`src/rtl/pe_ctrl_pkg.sv`:
```
// Shared types and constants for the PE-array controller slice.
package pe_ctrl_pkg;

  // Controller sequencing states.
  typedef enum logic [2:0] {
    IDLE,
    LOAD_W,
    STREAM,
    DRAIN,
    DONE
  } pe_ctrl_state_t;

  // Two-bit two's-complement ternary weight encoding as latched by each PE.
  typedef logic [1:0] pe_weight_t;

  localparam pe_weight_t W_NEG  = 2'b11;  // -1
  localparam pe_weight_t W_ZERO = 2'b00;  //  0
  localparam pe_weight_t W_POS  = 2'b01;  // +1

endpackage

```
`src/rtl/pe_valid_pipe.sv`:
```
// Enable-gated valid shift register that mirrors the data occupancy of the PE chain.
module pe_valid_pipe #(
  parameter int DEPTH = 4
) (
  input  logic clock,
  input  logic reset_n,
  input  logic enable,    // chain advances this cycle
  input  logic clear,     // drop all in-flight valids
  input  logic din,       // a vector enters the chain this cycle
  output logic dout       // the vector at the chain end is valid
);

  logic [DEPTH-1:0] vld_sr;

  // Shift one position per enabled cycle; hold on stalls so valids stay aligned with data.
  always_ff @(posedge clock or negedge reset_n) begin
    if (!reset_n) begin
      vld_sr <= '0;
    end else if (clear) begin
      vld_sr <= '0;
    end else if (enable) begin
      // NOTE: sequential state uses non-blocking assignments so every flop samples pre-edge values.
      vld_sr <= {vld_sr[DEPTH-2:0], din};
    end
  end

  assign dout = vld_sr[DEPTH-1];

endmodule

```
`src/rtl/pe_array_controller.sv`:
```
// Sequences weight load, vector streaming and pipeline drain for a 1-D ternary PE chain.
module pe_array_controller
  import pe_ctrl_pkg::*;
#(
  parameter int NUM_PE     = 4,
  parameter int PIPE_DEPTH = NUM_PE,
  parameter int CNT_W      = 16,
  parameter int ROW_W      = $clog2(NUM_PE)
) (
  input  logic              clock,
  input  logic              reset_n,
  input  logic              start,
  input  logic              abort,
  input  logic [CNT_W-1:0]  cfg_num_vec,
  input  logic              w_valid,
  output logic              w_ready,
  output logic [ROW_W-1:0]  w_row,
  output logic [NUM_PE-1:0] pe_weight_read,
  input  logic              in_valid,
  output logic              in_ready,
  output logic              pe_enable,
  output logic              out_valid,
  output logic              busy,
  output logic              done
);

  localparam int DRN_W = $clog2(PIPE_DEPTH + 1);

  pe_ctrl_state_t   state;
  logic [CNT_W-1:0] num_vec_q;
  logic [CNT_W-1:0] vec_cnt;
  logic [ROW_W-1:0] w_row_q;
  logic [DRN_W-1:0] drain_cnt;

  logic w_accept;
  logic v_accept;
  logic last_row;
  logic last_vec;
  logic last_drain;
  logic chain_tail_vld;

  // Handshakes are suppressed during abort so no beat is consumed in the cycle being discarded.
  assign w_ready   = (state == LOAD_W) && !abort;
  assign in_ready  = (state == STREAM) && !abort;
  assign w_accept  = w_valid && w_ready;
  assign v_accept  = in_valid && in_ready;

  // The chain advances on every accepted vector and on every drain cycle.
  assign pe_enable      = v_accept || ((state == DRAIN) && !abort);
  assign pe_weight_read = w_accept ? (NUM_PE'(1) << w_row_q) : '0;
  assign out_valid      = chain_tail_vld && pe_enable;

  assign w_row = w_row_q;
  assign busy  = (state != IDLE);
  assign done  = (state == DONE);

  assign last_row   = (w_row_q == ROW_W'(NUM_PE - 1));
  assign last_vec   = (vec_cnt == num_vec_q - CNT_W'(1));
  assign last_drain = (drain_cnt == DRN_W'(PIPE_DEPTH - 1));

  // Job sequencer: state, latched job length and all progress counters.
  always_ff @(posedge clock or negedge reset_n) begin
    if (!reset_n) begin
      state     <= IDLE;
      num_vec_q <= '0;
      vec_cnt   <= '0;
      w_row_q   <= '0;
      drain_cnt <= '0;
    end else if (abort) begin
      state     <= IDLE;
      num_vec_q <= '0;
      vec_cnt   <= '0;
      w_row_q   <= '0;
      drain_cnt <= '0;
    end else begin
      case (state)
        IDLE: begin
          if (start) begin
            num_vec_q <= cfg_num_vec;
            state     <= LOAD_W;
          end
        end
        LOAD_W: begin
          if (w_accept) begin
            if (last_row) begin
              w_row_q <= '0;
              state   <= (num_vec_q == '0) ? DONE : STREAM;
            end else begin
              w_row_q <= w_row_q + ROW_W'(1);
            end
          end
        end
        STREAM: begin
          if (v_accept) begin
            if (last_vec) begin
              vec_cnt <= '0;
              state   <= DRAIN;
            end else begin
              vec_cnt <= vec_cnt + CNT_W'(1);
            end
          end
        end
        DRAIN: begin
          if (last_drain) begin
            drain_cnt <= '0;
            state     <= DONE;
          end else begin
            drain_cnt <= drain_cnt + DRN_W'(1);
          end
        end
        DONE: begin
          state <= IDLE;
        end
        default: begin
          state <= IDLE;
        end
      endcase
    end
  end

  // Valid occupancy of the PE chain, flushed on abort.
  pe_valid_pipe #(
    .DEPTH (PIPE_DEPTH)
  ) u_valid_pipe (
    .clock   (clock),
    .reset_n (reset_n),
    .enable  (pe_enable),
    .clear   (abort),
    .din     (v_accept),
    .dout    (chain_tail_vld)
  );

endmodule
```
`config.mk`:
```
export PLATFORM = sky130hd
export DESIGN_NAME = pe_array_controller
export DESIGN_NICKNAME = d
export VERILOG_FILES = /design/src/rtl/pe_ctrl_pkg.sv /design/src/rtl/pe_valid_pipe.sv /design/src/rtl/pe_array_controller.sv
export SDC_FILE = /design/constraint.sdc
export NUM_CORES = 1
export LEC_CHECK = 0
export CAP_MARGIN = 10
export CORE_ASPECT_RATIO = 0.5
export CORE_MARGIN = 2
export CORE_UTILIZATION = 37
export CTS_BUF_LIST = sky130_fd_sc_hd__clkbuf_2
export DETAILED_ROUTE_END_ITERATION = 7
export GPL_ROUTABILITY_DRIVEN = 0
export MAX_ROUTING_LAYER = met4
export SYNTH_ARGS = -nofsm -noshare
export SYNTH_HDL_FRONTEND = slang
export SYNTH_SLANG_ARGS = --single-unit
```
`constraint.sdc`:
```
create_clock -name clock -period 7.3 [get_ports clock]
set_input_delay 1.825 -clock clock [delete_from_list [all_inputs] [get_ports clock]]
set_output_delay 1.825 -clock clock [all_outputs]
set_load 0.01 [all_outputs]
```
* Yosys cells after proc, flatten, opt, wreduce, memory -nomap -nowiden
Cells that the tools add are included.
W data, S select, Z words.
** Operators by class
- Reduce and logical (&&, ||, !) cells :: 23
- Multiplexer cells :: 26
- Shift operators :: 1
- Add/subtract/negate cells :: 4
- Equality and inequality tests :: 13
** Operator list (count)
- $mux W16 :: 7
- $mux W3 :: 11
- $add A16 B1 Y16 const B :: 1
- $eq A16 B16 Y1 :: 1
- $logic_not A16 Y1 :: 1
- $reduce_bool A2 Y1 :: 8
- $sub A16 B1 Y16 const B :: 1
- $ne A3 B3 Y1 const B :: 5
- $mux W4 :: 3
- $pmux W3 S4 :: 1
- $eq A3 B2 Y1 const B :: 3
- $mux W2 :: 4
- $logic_and A1 B1 Y1 :: 6
- $reduce_and A2 Y1 :: 3
- $reduce_and A6 Y1 :: 1
- $shl A1 B2 Y4 const A :: 1
- $add A3 B1 Y3 const B :: 1
- $eq A3 B1 Y1 const B :: 1
- $eq A3 B3 Y1 const B :: 1
- $logic_not A3 Y1 :: 1
- $ne A3 B2 Y1 const B :: 1
- $reduce_bool A3 Y1 :: 1
- $add A2 B1 Y2 const B :: 1
- $eq A2 B2 Y1 const B :: 1
- 2 further kinds :: 2
** Word-level totals
- Bits in registers :: 44
- Output and inout port bits :: 12
- Word-level logic and storage cells :: 73

* Logic depth before layout (Yosys ltp)
Gate-level depths: netlist of the first run.
- Word-level depth :: 6
- Depth in mapped cells :: 10
- Gate-level depth less buffers :: 9

* Hierarchy
A second synthesis of the first run with hierarchy kept.
** Second synthesis, totals
- Cell total of the unflattened synthesis :: 285
- Area total of the unflattened synthesis :: 2671.3 um^2
** Modules (own cells, without submodules)
- pe_array_controller :: times used 1, area each 2511.2 um^2, cells each 272
- pe_valid_pipe :: times used 1, area each 160.2 um^2, cells each 13

* Worst setup path after synthesis of the first run
Ideal clock, no wire load.
- Path kind :: input to output
- Start point :: input abort
- End point :: output pe_weight_read[0]
- Slack :: 2.741 ns
- Cell stages on the path :: 5
- Path buffers :: 1
- Arrival time :: 2.734 ns
- Cell sequence :: clkbuf_1 -> nor2_1 -> nand2_1 -> nor2_1 -> and3_1
** On the way
- Word-level cells in the longest chain between the ends :: 4
** Ends and longest elaborated chain
- start, declared :: RTL line pe_array_controller.sv:13 : input logic abort,
- $logic_not A1 Y1 :: RTL line pe_array_controller.sv:43 : assign w_ready = (state == LOAD_W) && !abort;
- $logic_and A1 B1 Y1 :: RTL line pe_array_controller.sv:43
- via w_ready :: RTL line pe_array_controller.sv:16 : output logic w_ready,
- $logic_and A1 B1 Y1 :: RTL line pe_array_controller.sv:45 : assign w_accept = w_valid && w_ready;
- $mux W4 :: RTL line pe_array_controller.sv:50 : assign pe_weight_read = w_accept ? (NUM_PE'(1) << w_row_q) : '0;
- end, declared :: RTL line pe_array_controller.sv:18 : output logic [NUM_PE-1:0] pe_weight_read,
The timed path passes the listed nets, and every way through them passes these cells.

* Final worst setup path of the first run
- Start point :: input abort
- End point :: output pe_weight_read[3]
** On the way
- Word-level cells in the longest chain between the ends :: 4
** Ends and longest elaborated chain (RTL line)
- $logic_not A1 Y1 :: pe_array_controller.sv:43
- $logic_and A1 B1 Y1 :: pe_array_controller.sv:43
- $logic_and A1 B1 Y1 :: pe_array_controller.sv:45
- $mux W4 :: pe_array_controller.sv:50
No other way between the ends.

==> flow_summary.yaml, run 1 <==
outcome:
  run_status: "finished, final reports clean"
die:
  io_pins: 34
  design.core.area_sq_mm: 0.007350
  die_y_um: 65.59
  start_util: 0.3819
  dieArea_sq_mm: 0.008340
  die_w_um: 127.2
  num_rows: 22
clock_tree:
  path_clk_slew_ns: 0.23
  post_cts_buffers: 0
  cts_buffers: 5
  cts_htree_levels: 2
  cts_hold_buf: 0
  tritoncts: "yes"
  clock_sinks: 44
  cts.repair.resized: 0
  cts_buffer_depth: 2
  ctsRootBufferMaster: "clkbuf_2"
  insertion_delay_ns: 0.42
worst_hold_path:
  worstHoldStart: "u_valid_pipe.vld_sr[3]"
  hold_end: "u_valid_pipe.vld_sr[3]"
  hold_path_depth: 2
  hold_path.class: "register to register"
power_and_ir_drop:
  p_clk_frac: 0.123
  switching_share: 0.4234
  power_density_mw_per_mm2: 267.0
  pwr-share-seq: 0.404
  p_leak_nw: 1.348
  switching_power_uw: 362.3
  pwr-share-comb: 0.474
  ir_worst_vdd_uv: 108.6
  internal-power_uw: 493.4
sta:
  min_period_ns: 5.750
  rsz0062_at_grt: "no"
  setup_viol: 0
  slew_viol_final: 0
  period_share: 0.7876
  slew_headroom: 0.3315
  fmax_mhz: 173.9
  fin_setup_tns_ns: 0
  finClkSkew_ns: 0.02325
  tightest_slew_ns: 1.003
  finalHoldViolations: 0
critical_path:
  end_kind: "primary output"
  r2r-end: "vec_cnt[12]"
  crit_path_max_fanout: 18
  cp-start-kind: "input port"
  worstPathArrival_ns: 3.92
  crit_required_ns: 5.48
  worstPathCellList: "clkdlybuf4s50_1, nor2_1, nand2_1, nor2_1, and3_1, clkdlybuf4s50_1"
  max_stage_delay_ns: 0.71
  critPathKind: "input port to primary output"
  r2r_cells: 9
  r2r_slack_ns: 3.89
  timing.rr.start: "num_vec_q[0]"
  slowest_stage: "clkdlybuf4s50_1"
global_route:
  grtUsageMet1: 0.2210
  grt_pass1_wl_um: 10750
  gr-usage-all-layers: 0.1648
  grtUsageMet2: 0.2621
  grt_max_degree: 45
  grt_pass1_vias: 2298
  grt.busiest_layer: "met2"
  antenna_found_initial: 0
  use_met3: 0.02932
  grt_overflow: 0
logic_synthesis:
  async_reset_ff_frac: 1.000
  syn_inst: 307
  yosys_most_used_dff: "dfrtp_1"
  ys_seq_area_frac: 0.3923
  synth_area_sq_mm: 0.002806
  synth_edf_count: 0
  synth.avg_cell_area_sq_um: 9.142
  ys_ff_latch: 44
  synth_warnings: 0
  yosys.cell_types.count: 51
  syn_nets: 336
cells_and_area:
  final_cell_mix: "dfrtp_1 (44), clkdlybuf4s50_1 (32), nand2_1 (27), nand3_1 (25)"
  area_growth_pct: 14.18
  drive_above_1_share: 0.06061
  final_cells: 426
  layout_commonest_cell: "dfrtp_1"
  diodes: 0
  nets: 358
detailed_routing:
  drt_wl_total_um: 6128
  ant_nets: 0
  viasPerCell: 5.559
  drtPass1Iterations: 4
  drt_first_iter_violations: 228
  drc: 0
  wl_per_cell_um: 14.38
  num_vias: 2368
placement:
  dp_hpwl_um: 4410
  io_buffers: 33
  dp_cells: 417
job:
  cap_violations: 0
## how the worst max path moves through the flow
| stage | startpoint | to | slack (ns) | depth (start not counted) |
|---|---|---|---|---|
| 2_1_floorplan | abort | pe_weight_read[0] | 2.74 | 5 |
| 3_3_place_gp | abort | pe_weight_read[2] | 1.63 | 6 |
| 3_5_place_dp | abort | pe_weight_read[3] | 1.54 | 6 |
| 4_1_cts | abort | pe_weight_read[3] | 1.53 | 6 |
| 5_1_grt | abort | pe_weight_read[0] | 1.39 | 6 |
| 6_report | abort | pe_weight_read[3] | 1.55 | 6 |
## synthesized netlist by cell type (3+ instances only)
master | n | area share
dfrtp_1 | 44 | 0.39
nand2_1 | 27 | 0.036
nand3_1 | 25 | 0.045
a22o_1 | 15 | 0.047
clkbuf_1 | 15 | 0.020
nor2_1 | 15 | 0.020
and3_1 | 13 | 0.029
inv_1 | 12 | 0.016
xnor2_1 | 12 | 0.037
a31oi_1 | 10 | 0.022
xor2_1 | 10 | 0.031
nor3_1 | 9 | 0.016
a21oi_1 | 8 | 0.014
nand4_1 | 8 | 0.018
ha_1 | 7 | 0.031
mux2i_1 | 7 | 0.025
o21ai_0 | 6 | 0.011
nor3b_1 | 5 | 0.013
o311ai_1 | 5 | 0.016
and2_1 | 4 | 0.0089
buf_6 | 4 | 0.016
nand2b_1 | 4 | 0.0089
a211oi_1 | 3 | 0.0080
nor2b_1 | 3 | 0.0067
nor4_1 | 3 | 0.0067
## layout make-up
cell class	instances	area, sq um
clock buffers	6	30.03
clock inverters	2	11.26
fillers	695	4145
inverters	12	45.04
multi-input cells	231	1556
flip-flops and latches	44	1101
well taps	96	120.1
repair buffers	35	340.3
## stage by stage
step	cell area (sq um)	utilization	hold WS, ns	setup WS (ns)	power [mW]
5_1_grt	3204	0.4360	0.5480	1.389	0.9319
4_1_cts	3197	0.4350	0.5190	1.531	0.8594
6_report	3204	0.4360	0.5029	1.550	0.8557
2_1_floorplan	2806	-	0.4418	2.741	0.6520
3_5_place_dp	3156	0.4294	0.4659	1.538	0.7503
3_3_place_gp	3156	0.4294	0.4605	1.631	0.7396
## cells by family after synthesis
family | count (synthesis) | share of synthesized area
buffers and inverters | 32 | 0.05483
and+or+nand+nor | 129 | 0.2519
DFF | 44 | 0.3923
xor gates and xnor gates | 22 | 0.06866
AOI/OAI and AO/OA | 66 | 0.1761
muxes | 7 | 0.02497
adders and majority gates | 7 | 0.03121
## flip-flops by register name, indices dropped and copies added (netlist names)
signal,flops
num_vec_q,16
drain_cnt,3
w_row,2
vec_cnt,16
state,3
u_valid_pipe.vld_sr,4
## layer usage
layer | wire (um) | up-vias
li1 | - | 1171
met3 | 176 | 7
met5 | 0 | -
met2 | 2785 | 34
met4 | 60 | 0
met1 | 3105 | 1156
## power by group through the flow
| stage | Combinational, mW | Clock (mW) | Sequential (mW) |
|---|---|---|---|
| 2_1_floorplan | 0.332 | 0 | 0.320 |
| 3_3_place_gp | 0.391 | 0 | 0.349 |
| 3_5_place_dp | 0.400 | 0 | 0.350 |
| 4_1_cts | 0.402 | 0.112 | 0.345 |
| 5_1_grt | 0.455 | 0.122 | 0.355 |
| 6_report | 0.405 | 0.105 | 0.346 |
## critical path: cells and delay by family
kind / cells / cell delay [ns]
buffers and inverters: 2 / 1.24
AND/OR/NAND/NOR: 4 / 0.84
Note: power is estimated with default switching activity, not from simulation.
==> inputs of run 2 (changes only) <==
==> constraint.sdc (replaced) <==
create_clock -name clock -period 4.61 [get_ports clock]
set_input_delay 1.1525 -clock clock [delete_from_list [all_inputs] [get_ports clock]]
set_output_delay 1.1525 -clock clock [all_outputs]
set_load 0.01 [all_outputs]
==> run 2 against run 1 <==
Effect of this change:
- die area did not move
- hold slack better by 0.0014 ns
- cell count increased by 0.47%
- non-clock buffer count increased by 2
- critical path type unchanged
- sequential share of layout area is 0.38 points lower
- critical endpoint is now pe_weight_read[1]
- clock skew about the same
==> flow_summary.yaml, run 2 (synthesis results as in run 1) <==
power_and_ir_drop:
  p_clk_frac: 0.156
  pwr-share-comb: 0.457
  ir_worst_vdd_uv: 135.0
  switching_share: 0.4121
  switching_power_uw: 584.0
  internal-power_uw: 833.1
  pwr-share-seq: 0.387
  power_density_mw_per_mm2: 437.3
  p_leak_nw: 1.370
detailed_routing:
  wl_per_cell_um: 15.10
  num_vias: 2393
  viasPerCell: 5.591
  drtPass1Iterations: 4
  drc: 0
  drt_wl_total_um: 6463
  ant_nets: 0
  drt_first_iter_violations: 167
clock_tree:
  clock_sinks: 44
  ctsRootBufferMaster: "clkbuf_2"
  post_cts_buffers: 0
  cts.repair.resized: 0
  cts_buffer_depth: 2
  cts_hold_buf: 0
  insertion_delay_ns: 0.44
  cts_buffers: 5
  cts_htree_levels: 2
  path_clk_slew_ns: 0.24
  tritoncts: "yes"
critical_path:
  crit_start: "abort"
  worstPathCellList: "clkdlybuf4s50_1, nor2_1, nand2_1, nor2_1, and3_1, clkdlybuf4s50_1"
  cp_top_family: "buffers and inverters"
  critPathKind: "input port to primary output"
  worstPathArrival_ns: 2.88
  r2r-end: "vec_cnt[12]"
  crit_path_max_fanout: 7
  path_buf_inv: 2
  slowest_stage: "clkdlybuf4s50_1"
  cp-start-kind: "input port"
  timing.rr.start: "num_vec_q[0]"
  r2r_slack_ns: 1.13
  max_stage_delay_ns: 0.53
  crit_cells: 6
  crit_required_ns: 3.46
  endpoint: "pe_weight_read[1]"
  r2r_cells: 9
  end_kind: "primary output"
placement:
  io_buffers: 33
  dp_hpwl_um: 4546
  dp_cells: 419
  pre_cts_slack_ns: 0.5568
global_route:
  grt_pass1_vias: 2321
  antenna_found_initial: 0
  grt_max_degree: 45
  grt_overflow: 0
  grt_pass1_wl_um: 11070
  gr-usage-all-layers: 0.1694
sta:
  finClkSkew_ns: 0.02308
  finalHoldViolations: 0
  fmax_mhz: 248.2
  slew_headroom: 0.3325
  fin_ws_ns: 0.5815
  rsz0062_at_grt: "no"
  hold_slack_ns: 0.5043
  setup_viol: 0
  slew_viol_final: 0
  min_period_ns: 4.028
  period_share: 0.8739
  fin_setup_tns_ns: 0
  tightest_slew_ns: 1.001
die:
  die_w_um: 127.2
  start_util: 0.3819
  num_rows: 22
  dieArea_sq_mm: 0.008340
  io_pins: 34
  die_y_um: 65.59
  design.core.area_sq_mm: 0.007350
cells_and_area:
  regArea_sq_mm: 0.001101
  final_cells: 428
  area_growth_pct: 15.47
  n_fill_cell: 708
  final_cell_mix: "dfrtp_1 (44), clkdlybuf4s50_1 (32), nand2_1 (27), nand3_1 (25)"
  layout_commonest_cell: "dfrtp_1"
  top_regs: "num_vec_q x16, vec_cnt x16, u_valid_pipe.vld_sr x4"
  nets: 360
  diodes: 0
  final_core_util: 0.4409
  drive_above_1_share: 0.06325
  multiInputGateArea_sq_mm: 0.001556
worst_hold_path:
  hold_path.class: "register to register"
outcome:
  run_status: "finished, final reports clean"
job:
  cap_violations: 0
-- run 2: worst min path at each step --
stage                                 from                      to  depth (start not counted)
floorplan           u_valid_pipe.vld_sr[3]  u_valid_pipe.vld_sr[3]                          2
global placement    u_valid_pipe.vld_sr[3]  u_valid_pipe.vld_sr[3]                          2
detailed placement  u_valid_pipe.vld_sr[3]  u_valid_pipe.vld_sr[3]                          2
CTS                 u_valid_pipe.vld_sr[3]  u_valid_pipe.vld_sr[3]                          2
global route        u_valid_pipe.vld_sr[3]  u_valid_pipe.vld_sr[3]                          2
finish              u_valid_pipe.vld_sr[3]  u_valid_pipe.vld_sr[3]                          2
-- run 2: worst register-to-register path, stage by stage, from the launching register on --
cell and delay [ns]:
dfrtp_1 0.49, inv_1 0.09, ha_1 0.23, nor3b_2 0.42, nand4_1 0.24, nand4_1 0.16
nand3_1 0.12, o2111ai_2 0.82, nand2_1 0.44, o311ai_1 0.40
-- run 2: area by class of cell --
cell class | count | share of cell area
clock inverters | 3 | 0.01158
clock buffers | 5 | 0.007722
repair buffers | 37 | 0.1097
well taps | 96 | 0.03707
flip-flops and latches | 44 | 0.3398
inverters | 12 | 0.01390
multi-input cells | 231 | 0.4803
-- run 2: power groups by stage --
stage | clock network [mW] | registers (mW) | logic (mW)
after floorplan | 0 | 0.506 | 0.526
after global placement | 0 | 0.552 | 0.621
after detailed placement | 0 | 0.555 | 0.640
after CTS | 0.227 | 0.547 | 0.645
after global routing | 0.246 | 0.562 | 0.728
final | 0.221 | 0.548 | 0.648
-- run 2: per-layer routing --
layer | up-vias | global-route usage | share of wire
met4 | 0 | 0.05220 | 0.012
met1 | 1161 | 0.2286 | 0.50
met2 | 41 | 0.2641 | 0.45
li1 | 1183 | - | -
met5 | - | - | 0
met3 | 8 | 0.02932 | 0.034
-- run 2: stage by stage --
step,total power [mW],area [sq um]
final,1.417,3241
after global routing,1.536,3241
after CTS,1.420,3233
after detailed placement,1.195,3171
after global placement,1.173,3171
after floorplan,1.032,2806
==> inputs of run 3 (changes only) <==
--- a/config.mk
+++ b/config.mk
@@ -5,6 +5,7 @@
 export SDC_FILE = /design/constraint.sdc
 export NUM_CORES = 1
 export LEC_CHECK = 0
+export ABC_CLOCK_PERIOD_IN_PS = 4610
 export CAP_MARGIN = 10
 export CORE_ASPECT_RATIO = 0.5
 export CORE_MARGIN = 2
==> results of run 3 <==
Same layout as run 2: the final DEF is identical, and so are final timing and power.
